<file path="config.mk">
export PLATFORM = sky130hd
export DESIGN_NAME = mem_stage_ctrl
export DESIGN_NICKNAME = d
export VERILOG_FILES = /design/src/rtl/cpu_pkg.sv /design/src/rtl/mem_wb_reg.sv /design/src/rtl/mem_stage_ctrl.sv
export SDC_FILE = /design/constraint.sdc
export NUM_CORES = 1
export LEC_CHECK = 0
export BUFFER_PORTS_ARGS = -buffer_cell sky130_fd_sc_hd__buf_2
export CORE_UTILIZATION = 25
export CTS_CLUSTER_SIZE = 20
export DETAILED_ROUTE_END_ITERATION = 10
export GPL_TIMING_DRIVEN = 0
export PLACE_DENSITY_LB_ADDON = 0.15
export RECOVER_POWER = 25
export SLEW_MARGIN = 20
export SYNTH_ARGS = -nofsm -noshare
export SYNTH_HDL_FRONTEND = slang
export SYNTH_HIERARCHICAL = 1
export SYNTH_SLANG_ARGS = --single-unit
</file>
<file path="constraint.sdc">
create_clock -name clk -period 3 [get_ports clk]
set_input_delay 0.6 -clock clk [delete_from_list [all_inputs] [get_ports clk]]
set_output_delay 0.6 -clock clk [all_outputs]
set_load 0.005 [all_outputs]
</file>
<file path="src/rtl/cpu_pkg.sv">
// Shared MEM-stage encodings: writeback source select, store kind, FSM states.
// Also carries the MEM/WB payload struct so the stage and its pipeline register agree on layout.
package cpu_pkg;
    localparam logic [1:0] WB_SRC_RESC = 2'b00;
    localparam logic [1:0] WB_SRC_MEM  = 2'b01;
    localparam logic [1:0] WB_SRC_PC4  = 2'b10;
    localparam logic [1:0] WB_SRC_EXT  = 2'b11;

    localparam logic [1:0] ST_NONE = 2'b00;
    localparam logic [1:0] ST_WORD = 2'b01;
    localparam logic [1:0] ST_BYTE = 2'b10;

    typedef enum logic [1:0] {S_IDLE, S_REQ, S_DONE} mem_state_t;

    typedef struct packed {
        logic        reg_we;
        logic [4:0]  wr;
        logic [31:0] wd;
        logic        have_inst;
    } wb_bus_t;
endpackage

</file>
<file path="src/rtl/mem_wb_reg.sv">
// MEM/WB pipeline register: one-cycle latency, loads the incoming payload each cycle.
// While stalled it loads an all-zero bubble instead of holding, so a stalled op never writes back twice.
module mem_wb_reg
    import cpu_pkg::*;
(
    input  logic    clk,
    input  logic    rst_n,
    input  logic    stall,
    input  wb_bus_t d,
    output wb_bus_t q
);
    always_ff @(posedge clk or negedge rst_n) begin
        if (!rst_n) begin
            q <= '0;
        end else if (stall) begin
            q <= '0;
        end else begin
            q <= d;
        end
    end
endmodule

</file>
<file path="src/rtl/mem_stage_ctrl.sv">
// MEM stage: turns loads/stores into a req/ack bus access and stalls upstream until it completes.
// Latency 1 + N cycles of stall per access (N REQ cycles), writeback registered at the end of DONE.
module mem_stage_ctrl
    import cpu_pkg::*;
#(
    parameter int unsigned TIMEOUT_CYCLES = 255,
    parameter logic [31:0] ERR_RDATA      = 32'hDEAD_BEEF
) (
    input  logic        clk,
    input  logic        rst_n,
    input  logic [1:0]  mem_reg_write_i,
    input  logic [1:0]  mem_mem_write_i,
    input  logic        mem_reg_we_i,
    input  logic [31:0] mem_resC_i,
    input  logic [31:0] mem_rD2_i,
    input  logic [31:0] mem_ext_i,
    input  logic [31:0] mem_pc4_i,
    input  logic [4:0]  mem_wR_i,
    input  logic        mem_debug_wb_have_inst_i,
    output logic        dbus_req_o,
    output logic        dbus_we_o,
    output logic [31:0] dbus_addr_o,
    output logic [31:0] dbus_wdata_o,
    output logic [3:0]  dbus_wstrb_o,
    input  logic        dbus_ack_i,
    input  logic [31:0] dbus_rdata_i,
    output logic        pipeline_stop_o,
    output logic        bus_err_o,
    output logic        wb_reg_we_o,
    output logic [4:0]  wb_wR_o,
    output logic [31:0] wb_wD_o,
    output logic        wb_debug_have_inst_o
);
    mem_state_t  state;
    logic        is_load;
    logic        is_store;
    logic        op_valid;
    logic        tmo_hit;
    logic [15:0] tmo_cnt;
    logic [31:0] mem_rdata;
    logic [3:0]  st_strb;
    logic [31:0] st_data;
    wb_bus_t     wb_d;
    wb_bus_t     wb_q;

    assign is_load  = (mem_reg_write_i == WB_SRC_MEM);
    assign is_store = (mem_mem_write_i == ST_WORD) || (mem_mem_write_i == ST_BYTE);
    assign op_valid = mem_debug_wb_have_inst_i & (is_load | is_store);
    // Fires on the TIMEOUT_CYCLES-th REQ cycle, counter holds completed REQ cycles
    assign tmo_hit  = ({1'b0, tmo_cnt} + 17'd1) >= 17'(TIMEOUT_CYCLES);

    always_comb begin
        st_strb = 4'b1111;
        st_data = mem_rD2_i;
        if (mem_mem_write_i == ST_BYTE) begin
            st_strb = 4'b0001 << mem_resC_i[1:0];
            st_data = {4{mem_rD2_i[7:0]}};
        end
    end

    always_ff @(posedge clk or negedge rst_n) begin
        if (!rst_n) begin
            state        <= S_IDLE;
            dbus_req_o   <= 1'b0;
            dbus_we_o    <= 1'b0;
            dbus_addr_o  <= '0;
            dbus_wdata_o <= '0;
            dbus_wstrb_o <= '0;
            tmo_cnt      <= '0;
            mem_rdata    <= '0;
            bus_err_o    <= 1'b0;
        end else begin
            case (state)
                S_IDLE: begin
                    if (op_valid) begin
                        state        <= S_REQ;
                        dbus_req_o   <= 1'b1;
                        dbus_we_o    <= is_store;
                        dbus_addr_o  <= {mem_resC_i[31:2], 2'b00};
                        dbus_wdata_o <= is_store ? st_data : '0;
                        dbus_wstrb_o <= is_store ? st_strb : 4'b0000;
                        tmo_cnt      <= '0;
                    end
                end
                S_REQ: begin
                    // Ack wins over a coincident timeout; a load+store encoding writes back ERR_RDATA
                    if (dbus_ack_i) begin
                        state      <= S_DONE;
                        dbus_req_o <= 1'b0;
                        mem_rdata  <= dbus_we_o ? ERR_RDATA : dbus_rdata_i;
                    end else if (tmo_hit) begin
                        state      <= S_DONE;
                        dbus_req_o <= 1'b0;
                        bus_err_o  <= 1'b1;
                        mem_rdata  <= ERR_RDATA;
                    end else if (tmo_cnt != 16'hFFFF) begin
                        tmo_cnt <= tmo_cnt + 16'd1;
                    end
                end
                S_DONE:  state <= S_IDLE;
                default: state <= S_IDLE;
            endcase
        end
    end

    // Gated by rst_n so the stall drops immediately on reset even with a valid op held upstream
    assign pipeline_stop_o = rst_n & (((state == S_IDLE) & op_valid) | (state == S_REQ));

    always_comb begin
        wb_d           = '0;
        wb_d.reg_we    = mem_reg_we_i;
        wb_d.wr        = mem_wR_i;
        wb_d.have_inst = mem_debug_wb_have_inst_i;
        case (mem_reg_write_i)
            WB_SRC_RESC: wb_d.wd = mem_resC_i;
            WB_SRC_MEM:  wb_d.wd = mem_rdata;
            WB_SRC_PC4:  wb_d.wd = mem_pc4_i;
            default:     wb_d.wd = mem_ext_i;
        endcase
    end

    mem_wb_reg u_mem_wb_reg (
        .clk   (clk),
        .rst_n (rst_n),
        .stall (pipeline_stop_o),
        .d     (wb_d),
        .q     (wb_q)
    );

    assign wb_reg_we_o          = wb_q.reg_we;
    assign wb_wR_o              = wb_q.wr;
    assign wb_wD_o              = wb_q.wd;
    assign wb_debug_have_inst_o = wb_q.have_inst;
endmodule

</file>
# [Word level (Yosys, flattened, before mapping)]
# Index checks and enable logic that the tools add are counted.
[totals] ff_bits=158 inputBits=174 output_inout_bits=111 elab_cells=67
[op_classes] add_sub_neg=2 magnitude_cmp=1 n_eq_ne=11 shift=1 muxes=22 bitwise_logic=6 reduce_logical=11
[op_table] op="32-bit 2-to-1 mux" n=5
[op_table] op="32-bit one-hot mux with 3 select lines" n=1
[op_table] op="16-bit 2-to-1 mux" n=4
[op_table] op="39-bit 2-to-1 mux" n=1
[op_table] op="16-bit one-hot mux with 2 select lines" n=1
[op_table] op="16-bit by 1-bit adder with 17-bit output (second input constant)" n=1
[op_table] op="17-bit by 8-bit >= comparator with 1-bit output (second input constant)" n=1
[op_table] op="16-bit by 1-bit adder with 16-bit output (second input constant)" n=1
[op_table] op="16-bit inequality test (second input constant)" n=1
[op_table] op="4-bit 2-to-1 mux" n=2
[op_table] op="2-bit inequality test (second input constant)" n=4
[op_table] op="2-bit by 1-bit == test with 1-bit output (second input constant)" n=3
[op_table] op="2-bit 2-to-1 mux" n=3
[op_table] op="2-bit AND reduction" n=3
[op_table] op="3-bit AND reduction" n=2
[op_table] op="5-bit AND reduction" n=1
[op_table] op="2-bit == test (second input constant)" n=2
[op_table] op="2-bit logical NOT" n=2
[op_table] op="2-bit one-hot mux with 2 select lines" n=1
[op_table] op="2-bit nonzero test" n=2
[op_table] op="1-bit by 2-bit << shifter with 4-bit output (first input constant)" n=1
[op_table] op="1-bit AND" n=3
[op_table] op="1-bit 2-to-1 mux" n=3
[op_table] op="3-bit inequality test (second input constant)" n=1
[op_table] op="4 further kinds" n=5

# [Longest topological paths before layout]
# Gate-level depths: netlist (run 1).
[depth] depth_word=8 depth_mapped=11 mapped_depth_nobuf=9

# [Hierarchy]
# The synthesis (run 1) kept the hierarchy.
[by_module_without_submodules] module="mem_stage_ctrl" instances=1 cells_each=525 area_each_um2=5910.7 seq_area_each_um2=2977.9
[by_module_without_submodules] module="mem_wb_reg" instances=1 cells_each=82 area_each_um2=1270.0 seq_area_each_um2=975.9

# [Worst setup path before layout (run 1)]
# No wires, ideal clock.
[synth_timing] kind="register to register" startpoint="register tmo_cnt[0]" endpoint="register mem_rdata[10]" setup_ns=0.121 t_arrival_ns=2.589 t_required_ns=2.879 path_slack_ns=0.290 path_stages_with_launch=12 n_path_buf=3 period_less_slack_ns=2.710 cell_sequence="dfrtp_1 ha_1 buf_6 nand2_1 or3_1 o31ai_1 o211ai_1 buf_6 o41ai_4 inv_4 buf_6 o22a_1"
[synth_between] elab_chain_cells=4
[synth_rtl] item="from (decl)" line_no="mem_stage_ctrl.sv:39" rtl="logic [15:0] tmo_cnt;"
[synth_rtl] item="from (signal assigned)" line_no="mem_stage_ctrl.sv:97" rtl="tmo_cnt <= tmo_cnt + 16'd1;"
[synth_rtl] item="16-bit by 1-bit adder with 17-bit output" line_no="mem_stage_ctrl.sv:50" rtl="assign tmo_hit = ({1'b0, tmo_cnt} + 17'd1) >= 17'(TIMEOUT_CYCLES);"
[synth_rtl] item="17-bit by 8-bit >= comparator with 1-bit output" line_no="mem_stage_ctrl.sv:50"
[synth_rtl] item="2-bit nonzero test (no line)"
[synth_rtl] item="2-bit AND reduction (no line)"
[synth_rtl] item="to (signal assigned)" line_no="mem_stage_ctrl.sv:90" rtl="mem_rdata <= dbus_we_o ? ERR_RDATA : dbus_rdata_i;"
[synth_rtl] item="to (decl)" line_no="mem_stage_ctrl.sv:40" rtl="logic [31:0] mem_rdata;"
# No other way between the ends.
# A chain may end at the register's enable or synchronous reset.

# [Worst setup path in the final report (run 1)]
[layout_timing] startpoint="register tmo_cnt[0]" endpoint="register mem_rdata[21]"
# The elaborated chain is that of the path after synthesis.

==> out/qor.yml, run 1 <==
status:
  status: "finished clean"
die:
  coreArea_um2: 28000
  ios: 285
  die_h_um: 171
  dieArea_um2: 29400
  rows: 61
  die_w_um: 171
  start_util: 0.256
pwr:
  switching_share: 0.303
  pwr-share-comb: 0.277
  p_seq_frac: 0.429
  leakage_nw: 4.70
  power.internal_w: 0.00529
  power_density_nw_per_um2: 778
  peakVddDrop_uv: 331
  pwr-share-clk: 0.294
  p_sw_w: 0.00229
clock_tree:
  cts_htree_levels: 4
  cts.path.max_buffers: 2
  cts_hold_buf: 0
  path_clk_slew_ns: 0.06
  root_buffer: "clkbuf_16"
  cts_buffers: 17
  tritoncts: "done"
  clk_latency_ns: 0.43
  clock-sinks: 158
yosys:
  netlist_instances: 607
  synth_async_sr_flop_share: 1.00
  synth_area_um2: 7180
  synth_edf_count: 0
  syn_avg_cell_area_um2: 11.8
  yosys_warnings: 6
  synth-seq-cells: 158
  seq_area_frac_synth: 0.551
  yosysUniqueCellTypes: 56
  synth_flop_cell: "dfrtp_1"
worst_setup_path:
  crit_path_start_kind: "flop"
  arrival_ns: 3.12
  crit_type: "flop to flop"
  worstPathRequired_ns: 3.31
  crit_fanout: 10
  endpoint_kind: "flop"
sta:
  setup_viol: 0
  tightest_slew_ns: 0.977
  holdWs_ns: 0.145
  hold_viol_final: 0
  rsz0062_at_grt: "no"
  finClkSkew_ns: 0.0131
  report.final.slew_viol_count: 0
  slew_headroom: 0.349
  period_needed_ns: 2.81
  clock.fmax_mhz: 355
  min_period_over_period: 0.938
  timing.final.ws_setup_ns: 0.186
place:
  port_buffers: 280
  place_inst: 1268
  dpl.hpwl_um: 18300
  pre_cts_ws_ns: -0.562
  place.gp.congestion: 0.782
final_layout:
  layout-drive-gt1-share: 0.420
  syn2layout_area_growth_pct: 35.7
  nNetsFinal: 1087
  layout.cells.non_filler: 1300
  final_util: 0.348
grt:
  grt_pass1_vias: 6059
  grt_overflow_total: 0
  grt_antenna_before_repair: 5
  grt_max_degree: 86
  grtUsageTotal: 0.174
  grt_pass1_wl_um: 37200
detailed_routing:
  vias: 5809
  route.met2.wl_um: 12100
  wl_per_cell_um: 19.0
  drt-total-wl_um: 24700
  drtIter0Drc: 253
  wl_met1_um: 10500
  drc: 0
  dr.pass1.iters: 7
  highest_layer: "met5"
  dr_wl_met3_um: 1780
  final_antenna_net_count: 0
  via_per_inst: 4.47
min_path:
  min_path_type: "input port to async pin"
job:
  cap_viol_max_count: 0
==> critical path, cell delays in order, from the launching register on <==
cell	delay [ns]
dfrtp_2	0.43
ha_1	0.18
buf_6	0.13
nand2_1	0.12
or3_1	0.32
o31ai_1	0.30
o211ai_1	0.22
buf_6	0.20
o41ai_4	0.20
buf_4	0.19
inv_4	0.06
buf_6	0.15
o22a_1	0.18
==> flip-flops by register name (all words and copies together) (netlist names) <==
signal and cells:
mem_rdata 32, dbus_req_o 1, dbus_wstrb_o 4, state 2
dbus_we_o 1, bus_err_o 1, dbus_wdata_o 32, tmo_cnt 16
u_mem_wb_reg/q 39, dbus_addr_o 30
==> path summary, 6_finish.rpt <==
path / slack, ns / cells past startpoint / startpoint / endpoint
worst max-delay path: 0.19 / 12 / tmo_cnt[0] / mem_rdata[21]
worst min-delay path: 0.14 / 1 / rst_n / dbus_addr_o[10]
worst max register to register: 0.19 / 12 / tmo_cnt[0] / mem_rdata[21]
worst min register to register: 0.46 / 1 / bus_err_o / bus_err_o
max in group asynchronous: 2.01 / 2 / rst_n / tmo_cnt[1]
min in group clk: 0.38 / 3 / mem_resC_i[13] / dbus_addr_o[13]
==> Yosys cell counts (all sizes together) (2+ instances only) <==
cell | count | area share
o21a | 2 | 0.0021
nor2 | 6 | 0.0031
ha | 4 | 0.0070
xnor2 | 4 | 0.0049
mux2 | 2 | 0.0031
nand3 | 6 | 0.0049
o22a | 24 | 0.030
o211ai | 3 | 0.0031
nor3 | 7 | 0.0049
and2 | 7 | 0.0061
mux2i | 27 | 0.038
nand2b | 3 | 0.0026
inv | 11 | 0.0061
a21o | 2 | 0.0023
clkbuf | 22 | 0.012
or3 | 3 | 0.0028
o21ai | 34 | 0.024
buf | 18 | 0.019
nor2b | 40 | 0.037
nor4 | 5 | 0.0044
a22o | 21 | 0.026
nand2 | 133 | 0.070
mux4 | 32 | 0.10
a31oi | 4 | 0.0035
o31ai | 4 | 0.0042
nand4 | 6 | 0.0073
and3 | 2 | 0.0019
or2 | 2 | 0.0017
o32ai | 2 | 0.0024
dfrtp | 158 | 0.55
==> power by group through the flow <==
stage,Sequential [W],Combinational (W),Clock (W)
detailed placement,0.00326,0.00215,0
CTS,0.00325,0.00215,0.00231
floorplan,0.00327,0.00101,0
global route,0.00334,0.00236,0.00238
global placement,0.00327,0.00212,0
finish,0.00325,0.00210,0.00223
==> metrics by stage <==
step	total power (W)	setup TNS [ns]	area, um^2
floorplan	0.00428	0	7180
global route	0.00808	0	9740
CTS	0.00771	0	9710
detailed placement	0.00541	-27.43	9110
global placement	0.00539	-324.62	9060
finish	0.00758	0	9740
==> cells by family (layout without fill, tap and decap cells) <==
| group | Yosys count | in the layout | share of synthesized area |
|---|---|---|---|
| compound gates | 102 | 102 | 0.106 |
| xor+xnor | 5 | 5 | 0.00610 |
| fa+ha+maj | 4 | 4 | 0.00697 |
| buf+inv | 52 | 363 | 0.0380 |
| flops | 158 | 158 | 0.551 |
| mux | 61 | 61 | 0.141 |
| other cells | 1 | 5 | 0.000522 |
| simple gates | 224 | 224 | 0.150 |
==> placed cells by master, fill, tap and decap left out, types with 3 or more instances in the layout <==
cell       Yosys  layout
clkinv_2       0       3
nand4_1        5       5
buf_2          2     282
nor3_1         7       6
and2_1         7       7
o22a_2         5       5
nor2b_1       35      35
dfrtp_1      158     156
bufinv_16      0       4
nand2_1      133     133
mux2i_1       27      26
nor4_1         5       4
buf_6          6       6
o22a_1        19      19
xnor2_1        4       4
clkbuf_1      22      23
nand2b_1       3       3
ha_1           4       4
buf_1          6       4
diode_2        0       3
mux4_2        32      32
a31oi_1        4       4
a22o_1        20      20
clkbuf_16      0      17
nor2b_2        5       5
buf_4          3       6
inv_1         10      10
o31ai_1        4       4
nand3_1        5       5
o211ai_1       3       3
o21ai_0       34      34
nor2_1         6       6
==> timing repair <==
item                                    in CTS  in global routing
resized for setup                            3                  6
buffers inserted                             2                  0
hold endpoints to repair                     0                  0
endpoints found under the setup margin      35                 10
pin swaps                                    1                  0
==> area by class of cell <==
cell class,count,area [um^2]
Sequential cell,158,3960
Inverter,11,43.8
Clock buffer,21,440
Fill cell,2949,18300
Timing Repair Buffer,284,1460
Clock inverter,8,143
Buffer,39,225
Antenna cell,3,7.51
Multi-Input combinational cell,398,2990
Tap cell,378,473
==> routing by layer <==
layer,up-vias,global-route usage
met2,195,0.287
li1,2745,-
met5,-,0
met3,24,0.0575
met1,2839,0.216
met4,6,0.0520
No activity file was read; power rests on OpenSTA's default activity.
==> run 2: changes to the inputs <==
ABC_AREA = 1   (was unset)
TNS_END_PERCENT = 5   (was unset)
==> run 2 against run 1 <==
  * Sequential power increased by 3%
  * Worst hold slack improved by 0.031 ns
  * Synthesized cell count increased by 62%
  * Count of clock-buffer cells in the layout decreased by 3
  * Critical endpoint is now pipeline_stop_o
  * Largest cell class unchanged
==> out/qor.yml, run 2 <==
status:
  status: "finished clean"
yosys:
  syn_avg_cell_area_um2: 7.74
  synth_top_area_cell: "dfrtp_1"
  synth-seq-cells: 158
  synth_flop_cell: "dfrtp_1"
  yosysUniqueCellTypes: 34
  synth_async_sr_flop_share: 1.00
  synth_edf_count: 0
  synth_area_um2: 7590
  synth.area.top_cells: "dfrtp_1 52%, nand2_1 20%, nor2_1 4.2%"
  synth_commonest_cells: "395 x nand2_1, 158 x dfrtp_1, 85 x nor2_1"
  netlist.area_leader.share: 0.521
  yosys_warnings: 6
  netlist_instances: 981
  seq_area_frac_synth: 0.521
  yosysMostFrequentCell: "nand2_1"
sta:
  finClkSkew_ns: 0.00857
  fin_tns_setup_ns: 0
  report.final.slew_viol_count: 0
  tightest_slew_ns: 0.834
  setup_viol: 0
  holdWs_ns: 0.176
  clock.fmax_mhz: 353
  slew_headroom: 0.444
  period_needed_ns: 2.83
  rsz0062_at_grt: "no"
  min_period_over_period: 0.944
  hold_viol_final: 0
detailed_routing:
  via_per_inst: 4.39
  dr.pass1.iters: 5
  wl_per_cell_um: 16.9
  vias: 7432
  drc: 0
  final_antenna_net_count: 0
  drt-total-wl_um: 28500
  drtIter0Drc: 377
clock_tree:
  cts_buffers: 17
  clk_latency_ns: 0.42
  tritoncts: "done"
  root_buffer: "clkbuf_16"
  cts_htree_levels: 4
  clock-sinks: 158
  path_clk_slew_ns: 0.07
  cts.path.max_buffers: 2
place:
  place_inst: 1656
  port_buffers: 282
  place.gp.congestion: 0.820
  dpl.hpwl_um: 21100
  placed_cell_area_um2: 9560
final_layout:
  post-route-cell-area_um2: 10200
  nNetsFinal: 1465
  final_cell_mix: "395 x nand2_1, 287 x buf_2, 158 x dfrtp_1"
  layout.cells.non_filler: 1693
  top_register: "u_mem_wb_reg/q"
  syn2layout_area_growth_pct: 34.3
  largest_registers: "u_mem_wb_reg/q: 39 flops, dbus_wdata_o: 32 flops, mem_rdata: 32 flops"
  layout-drive-gt1-share: 0.289
  largest_register_ffs: 39
  layout_commonest_cell: "nand2_1"
grt:
  grtUsageTotal: 0.185
  grt_max_degree: 80
  grt_pass1_wl_um: 42900
  grt_busiest_layer: "met2"
  grt_overflow_total: 0
  grt_pass1_vias: 7184
  grt_util_met2: 0.295
  grt_antenna_before_repair: 5
  grt_util_met1: 0.255
  grtUsageMet3: 0.0398
die:
  dieArea_um2: 31100
  rows: 63
  coreArea_um2: 29800
  die_w_um: 176
  die_h_um: 176
  ios: 285
  start_util: 0.255
worst_setup_path:
  crit_top_cell: "buf_2"
  slowest_stage: "o21ai_1"
  arrival_ns: 2.23
  endpoint_kind: "output port"
  crit_type: "input port to output port"
  critPathTopFamily: "buffers and inverters"
  critPathBufInv: 5
  rrSetupSlack_ns: 0.65
  r2r-start: "tmo_cnt[1]"
  crit_path_start_kind: "input port"
  path_cells: "buf_2 > inv_1 > ha_1 > inv_2 > o21ai_1 > buf_2 > a21boi_1 > buf_2"
  critPathMaxStageDelay_ns: 0.39
  crit_fanout: 10
  regToRegEndpoint: "tmo_cnt[7]"
  ff2ff_path_depth: 12
  worstPathRequired_ns: 2.40
job:
  cap_viol_max_count: 0
pwr:
  peakVddDrop_uv: 346
  power_density_nw_per_um2: 777
  leakage_nw: 5.49
min_path:
  min_path_type: "input port to async pin"
## run 2: cell types whose count changed in the layout (fill, tap and decap cells not counted), moves of 8 or more
cell | previous run | this run
nand3_1 | 5 | 61
a22o_1 | 20 | 0
o22a_1 | 19 | 0
nor2b_1 | 35 | 0
inv_1 | 10 | 79
nor2_1 | 6 | 84
or2_2 | 2 | 25
mux2i_1 | 26 | 0
mux4_2 | 32 | 0
o21ai_0 | 34 | 26
a21oi_1 | 1 | 26
nand2_1 | 133 | 395
nand4_1 | 5 | 36
## run 2: cell type report
type,count,area (um^2)
diodes,4,10.0
plain buffers,47,236
clock buffers,18,439
clock inverters,13,155
fillers,3292,19600
inverters,84,319
multi-input cells,693,3110
flip-flops and latches,158,3950
well taps,390,488
repair buffers,286,1490
## run 2: power breakdown
| part | total, W | switching (W) | internal [W] |
|---|---|---|---|
| Combinational | 0.00229 | 0.00131 | 0.000978 |
| Sequential | 0.00336 | 0.000423 | 0.00294 |
| Clock | 0.00227 | 0.00100 | 0.00127 |
## run 2: worst max path at each step
stage	startpoint	endpoint	depth (start not counted)
2_1_floorplan	mem_debug_wb_have_inst_i	pipeline_stop_o	4
3_3_place_gp	rst_n	pipeline_stop_o	3
3_5_place_dp	mem_debug_wb_have_inst_i	pipeline_stop_o	6
4_1_cts	state[0]	pipeline_stop_o	5
5_1_grt	mem_mem_write_i[0]	pipeline_stop_o	8
6_report	mem_mem_write_i[0]	pipeline_stop_o	8
## run 2: stage by stage
step	worst slack, ns	utilization	power (W)
2_1_floorplan	0.588	-	0.00447
3_3_place_gp	-2.08	0.319	0.00566
3_5_place_dp	-0.254	0.321	0.00570
4_1_cts	0.0681	0.342	0.00805
5_1_grt	0.0149	0.342	0.00852
6_report	0.167	0.342	0.00792
## run 2: routing by layer
metal / vias to the layer above / part of all wire / routed length, um
met3: 20 / 0.053 / 1510
met1: 3518 / 0.47 / 13400
met2: 219 / 0.47 / 13300
li1: 3673 / - / -
met5: - / 0.00039 / 11
met4: 2 / 0.011 / 304
## run 2: kinds of logic (layout without fill, tap and decap cells)
group           Yosys count  in the layout  share of synthesized area
flops                   158            158                      0.521
other cells               1              6                   0.000494
simple gates            625            625                      0.356
fa+ha+maj                 4              4                    0.00659
buf+inv                 131            448                     0.0727
xor+xnor                  4              4                    0.00461
compound gates           58             58                     0.0392
## run 2: worst reg2reg max path, stage by stage, from the launching register on
cell and delay [ns]:
dfrtp_1 0.45, ha_1 0.26, nand3_1 0.09, nor2_1 0.28, nand3_1 0.14, xor2_1 0.16
nand2_1 0.12, nor2_4 0.18, nand3_4 0.17, nand2_4 0.17, buf_6 0.17, nand2_1 0.06
nand2_1 0.05
## run 2: repair_timing
| action | CTS | global route |
|---|---|---|
| resized for setup | 3 | 2 |
| hold endpoints to repair | 14 | 0 |
| pin swaps | 1 | 0 |
| endpoints found under the setup margin | 1 | 1 |
| buffers inserted | 1 | 0 |
| hold buffers | 1 | 0 |
